$ cat src/rtl/classifier_argmax_scorer_if.sv
// classifier_argmax_scorer_if: request/result bundle for the arg-max scorer.
// master drives start/scores/label/clear; slave returns pred and accuracy counts.
interface classifier_argmax_scorer_if #(
  parameter int BITSIZE   = 16,
  parameter int NUM_CLASS = 2,
  parameter int LBL_W     = $clog2(NUM_CLASS),
  parameter int CNT_W     = 16
);
  logic                         start;
  logic [BITSIZE*NUM_CLASS-1:0] scores;
  logic [LBL_W-1:0]             label;
  logic                         clear;
  logic                         busy;
  logic [LBL_W-1:0]             pred;
  logic                         pred_valid;
  logic                         correct;
  logic [CNT_W-1:0]             total_cnt;
  logic [CNT_W-1:0]             correct_cnt;

  modport master (
    output start, scores, label, clear,
    input  busy, pred, pred_valid, correct,
    input  total_cnt, correct_cnt
  );

  modport slave (
    input  start, scores, label, clear,
    output busy, pred, pred_valid, correct,
    output total_cnt, correct_cnt
  );
endinterface

$ cat src/rtl/classifier_argmax_scorer.sv
// classifier_argmax_scorer: sign-magnitude arg-max over NUM_CLASS scores, one class per cycle.
// Label compare and accuracy counters exist only with CLASSIFIER_ARGMAX_ACC_EN defined.
module classifier_argmax_scorer #(
  parameter int BITSIZE   = 16,
  parameter int NUM_CLASS = 2,
  parameter int LBL_W     = $clog2(NUM_CLASS),
  parameter int CNT_W     = 16
) (
  input logic clk,
  input logic reset,
  classifier_argmax_scorer_if.slave bus
);

  typedef enum logic [1:0] {IDLE, SCAN, DONE} state_t;
  typedef logic [BITSIZE-1:0] score_t;

  localparam logic [LBL_W-1:0] LAST = LBL_W'(NUM_CLASS - 1);

  state_t           state;
  score_t           cls_in [NUM_CLASS];
  score_t           cls_q  [NUM_CLASS];
  score_t           best_val;
  logic [LBL_W-1:0] best_idx;
  logic [LBL_W-1:0] idx;
  logic [LBL_W-1:0] pred_q;
  logic             busy_q;
  logic             pv_q;
  logic             take;

  // -0 is folded onto +0 so the two compare equal
  function automatic logic sm_gt(score_t a, score_t b);
    logic a_neg;
    logic b_neg;
    a_neg = a[BITSIZE-1] && (a[BITSIZE-2:0] != '0);
    b_neg = b[BITSIZE-1] && (b[BITSIZE-2:0] != '0);
    if (a_neg != b_neg) return b_neg;
    if (a_neg) return a[BITSIZE-2:0] < b[BITSIZE-2:0];
    return a[BITSIZE-2:0] > b[BITSIZE-2:0];
  endfunction

  always_comb begin
    for (int i = 0; i < NUM_CLASS; i++)
      cls_in[i] = bus.scores[(NUM_CLASS-1-i)*BITSIZE +: BITSIZE];
  end

  assign take = sm_gt(cls_q[idx], best_val);

  always_ff @(posedge clk or posedge reset) begin
    if (reset) begin
      state    <= IDLE;
      busy_q   <= 1'b0;
      pv_q     <= 1'b0;
      pred_q   <= '0;
      best_val <= '0;
      best_idx <= '0;
      idx      <= '0;
      for (int i = 0; i < NUM_CLASS; i++)
        cls_q[i] <= '0;
    end else begin
      unique case (state)
        IDLE: begin
          pv_q <= 1'b0;
          // busy drops one cycle after the result strobe
          if (busy_q) begin
            busy_q <= 1'b0;
          end else if (bus.start) begin
            cls_q    <= cls_in;
            best_val <= cls_in[0];
            best_idx <= '0;
            idx      <= LBL_W'(1);
            busy_q   <= 1'b1;
            state    <= SCAN;
          end
        end
        SCAN: begin
          if (take) begin
            best_val <= cls_q[idx];
            best_idx <= idx;
          end
          if (idx == LAST) state <= DONE;
          else idx <= idx + 1'b1;
        end
        DONE: begin
          pred_q <= best_idx;
          pv_q   <= 1'b1;
          state  <= IDLE;
        end
        default: state <= IDLE;
      endcase
    end
  end

  assign bus.busy       = busy_q;
  assign bus.pred       = pred_q;
  assign bus.pred_valid = pv_q;

`ifdef CLASSIFIER_ARGMAX_ACC_EN
  localparam logic [LBL_W:0]   NCLS = (LBL_W+1)'(NUM_CLASS);
  localparam logic [CNT_W-1:0] CMAX = '1;

  logic [LBL_W-1:0] label_q;
  logic             hit;
  logic             correct_q;
  logic [CNT_W-1:0] tot_q;
  logic [CNT_W-1:0] cor_q;

  assign hit = ({1'b0, label_q} < NCLS) && (best_idx == label_q);

  always_ff @(posedge clk or posedge reset) begin
    if (reset) begin
      label_q   <= '0;
      correct_q <= 1'b0;
      tot_q     <= '0;
      cor_q     <= '0;
    end else begin
      if (state == IDLE && !busy_q && bus.start)
        label_q <= bus.label;
      if (state == DONE)
        correct_q <= hit;
      if (bus.clear) begin
        tot_q <= '0;
        cor_q <= '0;
      end else if (state == DONE) begin
        if (tot_q != CMAX) tot_q <= tot_q + 1'b1;
        if (hit && cor_q != CMAX) cor_q <= cor_q + 1'b1;
      end
    end
  end

  assign bus.correct     = correct_q;
  assign bus.total_cnt   = tot_q;
  assign bus.correct_cnt = cor_q;
`else
  logic unused_acc;
  assign unused_acc      = ^{bus.label, bus.clear};
  assign bus.correct     = 1'b0;
  assign bus.total_cnt   = '0;
  assign bus.correct_cnt = '0;
`endif

endmodule
$ cat src/flat_wrapper.sv
// flat-port wrapper written by rule: the top's interface ports become plain ports
module classifier_argmax_scorer_flat 
#(
  parameter int BITSIZE   = 16,
  parameter int NUM_CLASS = 2,
  parameter int LBL_W     = $clog2(NUM_CLASS),
  parameter int CNT_W     = 16
)
  (clk, reset, bus_start, bus_scores, bus_label, bus_clear, bus_busy, bus_pred, bus_pred_valid, bus_correct, bus_total_cnt, bus_correct_cnt);
  classifier_argmax_scorer_if #(.BITSIZE(BITSIZE), .NUM_CLASS(NUM_CLASS), .LBL_W(LBL_W), .CNT_W(CNT_W)) bus_i ();
  input logic clk;
  input logic reset;
  input wire logic [$bits(bus_i.start)-1:0] bus_start;
  input wire logic [$bits(bus_i.scores)-1:0] bus_scores;
  input wire logic [$bits(bus_i.label)-1:0] bus_label;
  input wire logic [$bits(bus_i.clear)-1:0] bus_clear;
  output wire logic [$bits(bus_i.busy)-1:0] bus_busy;
  output wire logic [$bits(bus_i.pred)-1:0] bus_pred;
  output wire logic [$bits(bus_i.pred_valid)-1:0] bus_pred_valid;
  output wire logic [$bits(bus_i.correct)-1:0] bus_correct;
  output wire logic [$bits(bus_i.total_cnt)-1:0] bus_total_cnt;
  output wire logic [$bits(bus_i.correct_cnt)-1:0] bus_correct_cnt;
  assign bus_i.start = bus_start;
  assign bus_i.scores = bus_scores;
  assign bus_i.label = bus_label;
  assign bus_i.clear = bus_clear;
  assign bus_busy = bus_i.busy;
  assign bus_pred = bus_i.pred;
  assign bus_pred_valid = bus_i.pred_valid;
  assign bus_correct = bus_i.correct;
  assign bus_total_cnt = bus_i.total_cnt;
  assign bus_correct_cnt = bus_i.correct_cnt;
  classifier_argmax_scorer #(.BITSIZE(BITSIZE), .NUM_CLASS(NUM_CLASS), .LBL_W(LBL_W), .CNT_W(CNT_W)) u_core (.clk(clk), .reset(reset), .bus(bus_i));
endmodule
$ cat config.mk
export PLATFORM = sky130hd
export DESIGN_NAME = classifier_argmax_scorer_flat
export DESIGN_NICKNAME = d
export VERILOG_FILES = /design/src/rtl/classifier_argmax_scorer_if.sv /design/src/rtl/classifier_argmax_scorer.sv /design/src/flat_wrapper.sv
export SDC_FILE = /design/constraint.sdc
export NUM_CORES = 1
export LEC_CHECK = 0
export CORE_ASPECT_RATIO = 1.5
export CORE_MARGIN = 8
export CORE_UTILIZATION = 55
export CTS_BUF_LIST = sky130_fd_sc_hd__clkbuf_16
export DETAILED_ROUTE_END_ITERATION = 10
export GPL_TIMING_DRIVEN = 0
export PLACE_DENSITY_LB_ADDON = 0.12
export SLEW_MARGIN = 20
export SYNTH_ARGS = -nofsm -noshare
export SYNTH_HDL_FRONTEND = slang
export SYNTH_SLANG_ARGS = --single-unit
$ cat constraint.sdc
create_clock -name clk -period 8.9 [get_ports clk]
set_input_delay 0.89 -clock clk [delete_from_list [all_inputs] [get_ports clk]]
set_output_delay 0.89 -clock clk [all_outputs]
set_load 0.01 [all_outputs]
Word-level counts from Yosys, hierarchy flattened --
Cells that the tools add are included.
Storage, ports and cells: bits in registers 55, word-level logic and storage cells 62
Operators by class: add/sub/neg operators 1, order comparisons 3, equality and inequality tests 7, multiplexer cells 29, bitwise logic cells 2, reductions and logical operators 11
Operator list (number):
- two-way mux 16 bit | 6
- case mux 16 bit (2 select lines) | 1
- nonzero test 15 bit | 2
- > comparator 15 bit | 1
- < comparator 15 bit | 1
- two-way mux 1 bit | 15
- AND reduction 3 bit | 3
- two-way mux 2 bit | 3
- case mux 1 bit (2 select lines) | 3
- inequality test 2 x 1 -> 1 bit (second input constant) | 2
- inequality test 2 bit (second input constant) | 2
- case mux 2 bit (2 select lines) | 1
- AND reduction 4 bit | 1
- nonzero test 2 bit | 2
- == test 2 x 1 -> 1 bit (second input constant) | 1
- == test 2 bit (second input constant) | 1
- >= comparator 2 bit (second input constant) | 1
- logical AND 1 bit | 2
- zero test 2 bit | 1
- inverter 1 -> 2 bit | 1
- adder 1 bit (second input constant) | 1
- inequality test 1 bit | 1
- inverter 1 bit | 1

Logic depth before layout (Yosys ltp) --
depth after elaboration 13, gate-level depth with buffers 12

Worst setup path before layout --
OpenSTA, ideal clock, no wires.
path type register to register, start point reg u_core.idx, end point reg u_core.best_val[10], setup time 0.121 ns, arrival 2.817 ns, required time 8.779 ns, path slack 5.962 ns, cell stages (with the launch flop) 13, path buffers 3, period minus slack after synthesis 2.938 ns, cells stage by stage dfrtp_1 > buf_4 > buf_2 > mux2_2 > ha_1 > a21oi_1 > nor2_1 > a211oi_1 > o211ai_2 > a21oi_2 > a31oi_4 > buf_6 > o22a_1
Between the ends: word-level cells in the longest chain between the ends 12, elaborated cells on any way between the ends 19, those cells by class order compare (2); eq/ne (2); mux (11); bitwise (1); reduce/logical (3)
RTL lines:
- start, declared | line classifier_argmax_scorer.sv:24 | logic [LBL_W-1:0] idx;
- start signal, assigned | line classifier_argmax_scorer.sv:81 | else idx <= idx + 1'b1;
- inverter 1 -> 2 bit (implied by the code) (*) | line classifier_argmax_scorer.sv:46, classifier_argmax_scorer.sv:77
- two-way mux 16 bit (implied by the code) (*) (3 in a row) | line classifier_argmax_scorer.sv:46, classifier_argmax_scorer.sv:77
- parallel branches: the longest is 8 deep, another holds < comparator 15 bit
- end signal, assigned | line classifier_argmax_scorer.sv:68 | best_val <= cls_in[0];
- end signal, assigned | line classifier_argmax_scorer.sv:77 | best_val <= cls_q[idx];
- end, declared | line classifier_argmax_scorer.sv:22 | score_t best_val;
Every way passes the cells marked *. The select of a mux whose other input is x is not followed. A chain may end at the register's enable or synchronous reset.

Worst setup path after layout --
start point reg u_core.idx, end point reg u_core.best_val[14]
The elaborated chain is that of the path after synthesis.

==> results.yml <==
outcome:
  outcome: "finished, final reports clean"
grt:
  grt_pass1_wl_mm: 12.2
  grt_pass1_vias: 2525
  antenna_found_initial: 0
  grt_max_degree: 56
  grt_overflow_total: 0
  gr-usage-all-layers: 0.176
logic_synthesis:
  synth_edf_count: 0
  yosys.area.top_type: "dfrtp_1"
  ys_seq_area_frac: 0.427
  yosysUniqueCellTypes: 39
  synth_area_um2: 3220
  ys_async_sr_fraction: 1.00
  yosys-top-cells-count: "dfrtp_1, mux2_2, buf_4"
  synth.ff_latch_count: 55
  synth_most_common_cell: "dfrtp_1"
  yosys_warnings: 0
  yosys-top-cells-area: "dfrtp_1, mux2_2, buf_4"
  synth_top_area_frac: 0.427
  ys.flop_type: "dfrtp_1"
  syn_inst: 307
  avgSynthCellArea_um2: 10.5
finish:
  multi_input_area_um2: 1590
  area_delta_synth_final_pct: 23.0
  finalInstanceArea_um2: 3970
  drive_gt1_frac: 0.261
  diodes: 0
  final-seq-area_um2: 1380
  final_net_count: 435
  fillCellCount: 475
critical_path:
  crit_path_end_kind: "flop"
  cp-startpoint: "u_core.idx$_DFFE_PP0P_"
  r2r_cells: 12
  critical_path_class: "reg2reg"
  cp_data_required_time_ps: 9070
  r2r_end: "u_core.best_val[14]$_DFFE_PP0P_"
  start_kind: "flop"
  r2r_slack_ps: 5380
  crit_arrival_ps: 3700
  cp_max_fo: 10
  r2r_start: "u_core.idx$_DFFE_PP0P_"
route:
  drc: 0
  viasPerCell: 5.28
  routed-via-count: 2404
  routed_wl_mm: 7.26
  ant_nets: 0
  wire_per_inst_um: 16.0
  drtPass1Iterations: 4
  drtIter0Drc: 182
placed_design:
  placed_cell_area_um2: 3810
  routabilityCongestion: 0.967
  dp_hpwl_mm: 5.62
  port_buffers: 37
power:
  ir_drop_mv: 0.203
  power.density_nw_per_um2: 361
  p_leak_nw: 1.85
clock_network:
  cts_max_level: 2
  clk_latency_ps: 290
  cts_buffers: 5
  clock-sinks: 55
  holdBufCountCts: 0
  ctsResizeCount: 0
  cts_setup_buffers: 0
  cts_tree: "yes"
  cts-root-buf: "clkbuf_16"
  clk_pin_slew_worst_paths_ps: 70
  cts.path.max_buffers: 2
timing:
  slew-limit-headroom: 0.543
  rsz0062_at_grt: "false"
  period_share: 0.396
  tns_ps: 0
  maxSlewViolCount: 0
  worst_pin_slew_ps: 685
  hold_violations: 0
  max_freq_ghz: 0.284
  finalSetupViolations: 0
  min_period_ps: 3520
  fin_skew_ps: 4.81
die:
  die-area_um2: 8620
  die_x_um: 78.5
  io_pins: 73
  rows: 34
  die_h_um: 110
  core-area_um2: 5740
  start_util: 0.561
min_path:
  min_to: "u_core.bus.pred$_DFFE_PP0P_"
  worst_hold_path.num_cells: 2
  hold_start: "u_core.bus.pred$_DFFE_PP0P_"
  min_path_type: "reg2reg"
flow_run:
  drv_cap: 0
registers in the layout, summed over array words and instances, names as in the netlist:
name                   flops
u_core.bus.busy            1
u_core.state               2
u_core.bus.pred            1
u_core.bus.pred_valid      1
u_core.best_val           16
u_core.cls_q              32
u_core.idx                 1
u_core.best_idx            1
layout make-up:
cell class,instances,share of cell area
buffer,45,0.0792
clock buffer,5,0.0315
clock inverter,2,0.00852
inverter,17,0.0167
multi-input combinational,222,0.401
sequential,55,0.347
tap,72,0.0227
timing repair buffer,37,0.0934
cells by family (layout without fill, tap and decap cells):
| group | after synthesis | count (layout) | synth area share |
|---|---|---|---|
| adders and majority gates | 15 | 15 | 0.0582 |
| and+or+nand+nor | 69 | 69 | 0.104 |
| buffers and inverters | 62 | 106 | 0.117 |
| AOI/OAI and AO/OA | 57 | 57 | 0.124 |
| DFF | 55 | 55 | 0.427 |
| other | 1 | 33 | 0.00116 |
| muxes | 48 | 48 | 0.169 |
metrics by stage:
stage          total power (W)  hold slack (ps)  cells  utilization  setup slack [ps]
2_1_floorplan          0.00102              475    339            -              5960
3_3_place_gp           0.00119              465    448        0.663              5460
3_5_place_dp           0.00122              470    448        0.663              5420
4_1_cts                0.00143              486    455        0.691              5410
5_1_grt                0.00154              501    455        0.691              5150
6_report               0.00143              479    455        0.691              5380
worst max-delay path, cell delays in order (launching register included):
cell and delay (ps):
dfrtp_1 480, buf_4 240, buf_2 300, mux2_2 390, ha_1 290, a21oi_1 160
nor2_1 50, a211oi_1 270, o211ai_2 210, a21oi_2 480, a31oi_4 140, buf_6 200
o22a_1 190
power breakdown:
group | switching, W | leakage (nW) | total [W] | internal, W
Combinational | 0.000387 | 1.13 | 0.000746 | 0.000359
Sequential | 0.0000915 | 0.635 | 0.000472 | 0.000380
Clock | 0.0000827 | 0.0811 | 0.000213 | 0.000130
worst max path at each step:
stage	endpoint	slack, ps	cells past startpoint
after floorplan	u_core.best_val[10]$_DFFE_PP0P_	5960	12
after global placement	u_core.best_val[12]$_DFFE_PP0P_	5460	12
after detailed placement	u_core.best_val[14]$_DFFE_PP0P_	5420	12
after CTS	u_core.best_val[14]$_DFFE_PP0P_	5410	12
after global routing	u_core.best_val[11]$_DFFE_PP0P_	5150	12
final	u_core.best_val[14]$_DFFE_PP0P_	5380	12
layer usage:
metal	track usage	up-vias	routed length, um
met4	0.0944	0	295
li1	-	1159	-
met5	0	-	0
met2	0.295	90	3460
met1	0.200	1131	2990
met3	0.0450	24	511
cell usage in the layout (no fill, tap or decap), types with 4 or more instances in the layout:
| cell type | count |
|---|---|
| dfrtp_1 | 55 |
| mux2_2 | 43 |
| clkdlybuf4s50_1 | 37 |
| buf_4 | 35 |
| nor2_1 | 33 |
| conb_1 | 33 |
| a21oi_1 | 23 |
| inv_1 | 17 |
| o22a_1 | 16 |
| ha_1 | 15 |
| nand2_1 | 12 |
| nor4_1 | 7 |
| buf_2 | 5 |
| o21ai_0 | 5 |
| clkbuf_16 | 5 |
| clkbuf_1 | 4 |
(Power assumes the default switching activity.)
==> variant 1: new RTL, same flow settings <==
The option `CLASSIFIER_ARGMAX_ACC_EN` is turned on by a define.
--- a/src/rtl/classifier_argmax_scorer.sv
+++ b/src/rtl/classifier_argmax_scorer.sv
@@ -1,4 +1,6 @@
 // classifier_argmax_scorer: sign-magnitude arg-max over NUM_CLASS scores, one class per cycle.
 // Label compare and accuracy counters exist only with CLASSIFIER_ARGMAX_ACC_EN defined.
+`define CLASSIFIER_ARGMAX_ACC_EN
+
 module classifier_argmax_scorer #(
   parameter int BITSIZE   = 16,
Function: changed (a bounded check fails within 4 cycles, from zero or initial values and one cycle with reset high).
==> variant 1 against the unedited design <==
- core utilization rose by 1.9 points
- first-iteration DRC count down 10%
- non-clock buffer count rose by 7
- final cell count rose by 47%
- clock power increased by 59%
- synthesized area rose by 42%
- clock skew increased by 0.00060 ns
- critical path type unchanged
- worst setup slack lost 0.35 ns
- design area increased by 44%
- routed wire length up 55%
- global-route usage up 2.5 points
- sequential cell count increased by 34
- power rose by 14%
- synthesized cell count rose by 55%
==> variant 1: results (changes against the unedited design) <==
stage	metric	value	unit	change
final_layout	FILL cells	626		+32%
worst_setup_path	crit path to	u_core.best_val[6]		
global_route	first-pass GRT wire length	18600	µm	+53%
global_route	number of global-route vias before repair	3910		+55%
final_layout	final net count	614		+41%
pwr	Peak VDD IR	0.000197	V	-3.1%
logic_synthesis	Post-synth top cells	nand2_1 (126), dfrtp_1 (89), nor2_1 (34)		
placed_design	I/O Buffers	72		+95%
global_route	gr usage total	20.1	%	+2.5 points
cts	total CTS buffers	9		+4
logic_synthesis	Net Count, Synth	530		
placed_design	HPWL after DPL	8730	µm	+56%
worst_setup_path	crit path DAT	4.09	ns	+0.39 ns
logic_synthesis	Syn Inst Count	476		+55%
final_layout	clock network area share	4.62	%	+0.61 points
final_layout	Post-Layout Cell Count	670		+47%
timing	Tightest Pin Transition	0.842	ns	+0.157 ns
placed_design	number of placed instances, taps included	654		+46%
final_layout	comb_multi_in	351		+58%
pwr	Pleak	2.64	nW	+43%
worst_setup_path	FF-to-FF setup slack	5.03	ns	-0.35 ns
final_layout	post-route cell area	5720	µm²	+44%
worst_setup_path	Worst R2R Start	u_core.idx		
drt	initial DRC count	163		-10%
logic_synthesis	dominant cells by area after synthesis	dfrtp_1 (49%), nand2_1 (10%), mux2_2 (5.2%), ha_1 (4.7%), mux2i_1 (3.7%)		
final_layout	max reg flops	32		unchanged
placed_design	RD Place Congestion	0.893		-7.6%
die	Die W	90.4	µm	+15%
worst_setup_path	Critical Path Slowest Stage Cell	dfrtp_1		
logic_synthesis	Synth Area in XOR/XNOR	5.18	%	+5.2 points
final_layout	non-clock buffer share of cell area	14.3	%	-2.9 points
logic_synthesis	adder-cell share of the synthesized area	4.66	%	-1.2 points
final_layout	Sequential Area	2230	µm²	+62%
status	outcome	finished clean		
cts	clock latency on the worst-skew pair	0.34	ns	+0.05 ns
global_route	largest net degree at the start of global routing	58		+3.6%
drt	Vias	3684		+53%
final_layout	Seq cells	89		+62%
logic_synthesis	post-synthesis mux area share	9.89	%	-7.0 points
timing	Final min period	3.87	ns	+0.347 ns
logic_synthesis	Seq/Total Area, Yosys	48.8	%	+6.1 points
final_layout	Inverters	20		+3
logic_synthesis	count of cell types in the netlist	44		+13%
timing	Clock Skew	0.00540	ns	+0.000597 ns
final_layout	nonclk buf count	89		+8.5%
final_layout	layout cell share with drive strength beyond 1	8.67	%	-17 points
[variant 1: changes by cell type after synthesis, sizes merged, moves of 7 or more]
cell | unedited run | this run
xnor2 | 0 | 8
a21oi | 24 | 9
mux2i | 3 | 17
nand3 | 3 | 10
o22a | 16 | 0
nand4 | 3 | 11
mux2 | 45 | 24
clkbuf | 4 | 13
buf | 41 | 3
nand2 | 13 | 126
o21ai | 6 | 19
xor2 | 0 | 19
and4 | 0 | 8
dfrtp | 55 | 89
[variant 1: per-layer routing]
| metal | vias to the layer above | wire length (µm) | global-route usage [%] |
|---|---|---|---|
| met5 | - | 0 | 0 |
| met4 | 0 | 358 | 9.74 |
| met3 | 24 | 425 | 4.22 |
| met2 | 85 | 6110 | 37.7 |
| met1 | 1786 | 4350 | 20.5 |
| li1 | 1789 | - | - |
[variant 1: power breakdown]
part,switching [mW],internal (mW),leakage (nW)
Combinational,0.346,0.294,1.36
Clock,0.153,0.186,0.134
Sequential,0.112,0.535,1.14
Total,0.611,1.02,2.64
==> variant 2: new RTL, config.mk and constraints unchanged <==
Without the edit above. The 3 states of `state_t` get a one-hot encoding in 3 bits.
--- a/src/rtl/classifier_argmax_scorer.sv
+++ b/src/rtl/classifier_argmax_scorer.sv
@@ -12,5 +12,5 @@
 );
 
-  typedef enum logic [1:0] {IDLE, SCAN, DONE} state_t;
+  typedef enum logic [2:0] {IDLE = 3'b001, SCAN = 3'b010, DONE = 3'b100} state_t;
   typedef logic [BITSIZE-1:0] score_t;
 
Behaviour: no difference found for any inputs over 10 cycles, from zero or initial values and one cycle with reset high; not proved beyond that.
==> variant 2 against the unedited design <==
- power fell by 15%
- sequential cell count rose by 1
- routed wire length rose by 11%
- maximum frequency fell by 4.0%
- via count rose by 11%
- worst setup slack got worse by 0.15 ns
- die area rose by 2.7%
- design area rose by 2.0%
- highest routed layer unchanged
- synthesized area rose by 3.2%
- critical endpoint unchanged
- critical path depth did not move
- final cell count rose by 14%
==> variant 2: results (changes against the unedited design) <==
stage	metric	value	unit	change
worst_setup_path	crit-path leading delay family	buffers and inverters		
timing	Tightest Pin Transition	0.691	ns	+0.00572 ns
global_route	number of global-route vias before repair	2810		+11%
worst_setup_path	crit path DAT	3.90	ns	+0.20 ns
placed_design	Place WS	5.28	ns	-0.139 ns
worst_setup_path	Critical Path Slowest Stage Cell	clkbuf_1		
status	outcome	finished clean		
final_layout	Post-Layout Cell Count	519		+14%
timing	Clock Skew	0.00484	ns	+0.0000296 ns
pwr	Pleak	2.08	nW	+12%
worst_setup_path	max incr delay on CP	0.55	ns	+0.07 ns
placed_design	number of placed instances, taps included	512		+14%
pwr	Peak VDD IR	0.000207	V	+2.0%
placed_design	RD Place Congestion	0.895		-7.4%
logic_synthesis	Post-synth top cells	nand2_1 (109), dfrtp_1 (55), buf_4 (33)		
placed_design	HPWL after DPL	6330	µm	+13%
global_route	gr usage total	19.2	%	+1.7 points
global_route	first-pass GRT wire length	13600	µm	+11%
placed_design	Cell Area, Placed	3910	µm²	+2.7%
logic_synthesis	Seq/Total Area, Yosys	42.1	%	-0.54 points
final_layout	FILL cells	503		+5.9%
final_layout	Largest regs	u_core.cls_q x32, u_core.best_val x16, u_core.state x3		
drt	initial DRC count	132		-27%
logic_synthesis	post-synthesis mux area share	5.30	%	-12 points
logic_synthesis	dominant cells by area after synthesis	dfrtp_1 (41%), nand2_1 (12%), buf_4 (7.4%), ha_1 (5.6%), o22a_1 (4.2%)		
## variant 2: changes by cell type in the layout (fill, tap and decap cells not counted), sizes merged, moves of 5 or more
cell and change:
nand2 +96, mux2 -35, nor2 -19, o31a +9, a21oi -8, nand2b +8, clkbuf +7, inv +5
## variant 2: routing by layer
| layer | vias to the layer above | GRT usage, % | part of all wire [%] |
|---|---|---|---|
| met4 | 0 | 7.58 | 2.5 |
| li1 | 1325 | - | - |
| met2 | 65 | 34.0 | 53 |
| met5 | - | 0 | 0 |
| met1 | 1260 | 21.3 | 39 |
| met3 | 15 | 3.98 | 4.7 |
## variant 2: cell type report
class | instances | area (µm²) | share of cell area (%)
plain buffers | 49 | 339 | 8.38
clock buffers | 5 | 125 | 3.09
clock inverters | 2 | 8.76 | 0.217
inverters | 22 | 85.1 | 2.10
multi-input cells | 276 | 1620 | 40.1
flip-flops and latches | 56 | 1400 | 34.7
well taps | 72 | 90.1 | 2.23
repair buffers | 37 | 370 | 9.16
## variant 2: how the worst min path moves through the flow
stage	endpoint	start	slack, ns
after CTS	u_core.cls_q[30]	u_core.cls_q[30]	0.48
after global placement	u_core.cls_q[30]	u_core.cls_q[30]	0.45
after floorplan	u_core.cls_q[14]	u_core.cls_q[14]	0.44
final	u_core.cls_q[30]	u_core.cls_q[30]	0.48
after detailed placement	u_core.cls_q[30]	u_core.cls_q[30]	0.46
after global routing	u_core.cls_q[26]	u_core.cls_q[26]	0.53
## variant 2: power by group
group / switching (mW) / internal (mW)
clock: 0.0868 / 0.101
combinational: 0.324 / 0.240
sequential: 0.0882 / 0.373
## variant 2: stage by stage
step	util, %	power [mW]
floorplan	-	0.862
global route	69.4	1.31
CTS	69.4	1.22
global placement	67.1	1.01
finish	69.4	1.21
detailed placement	67.1	1.03
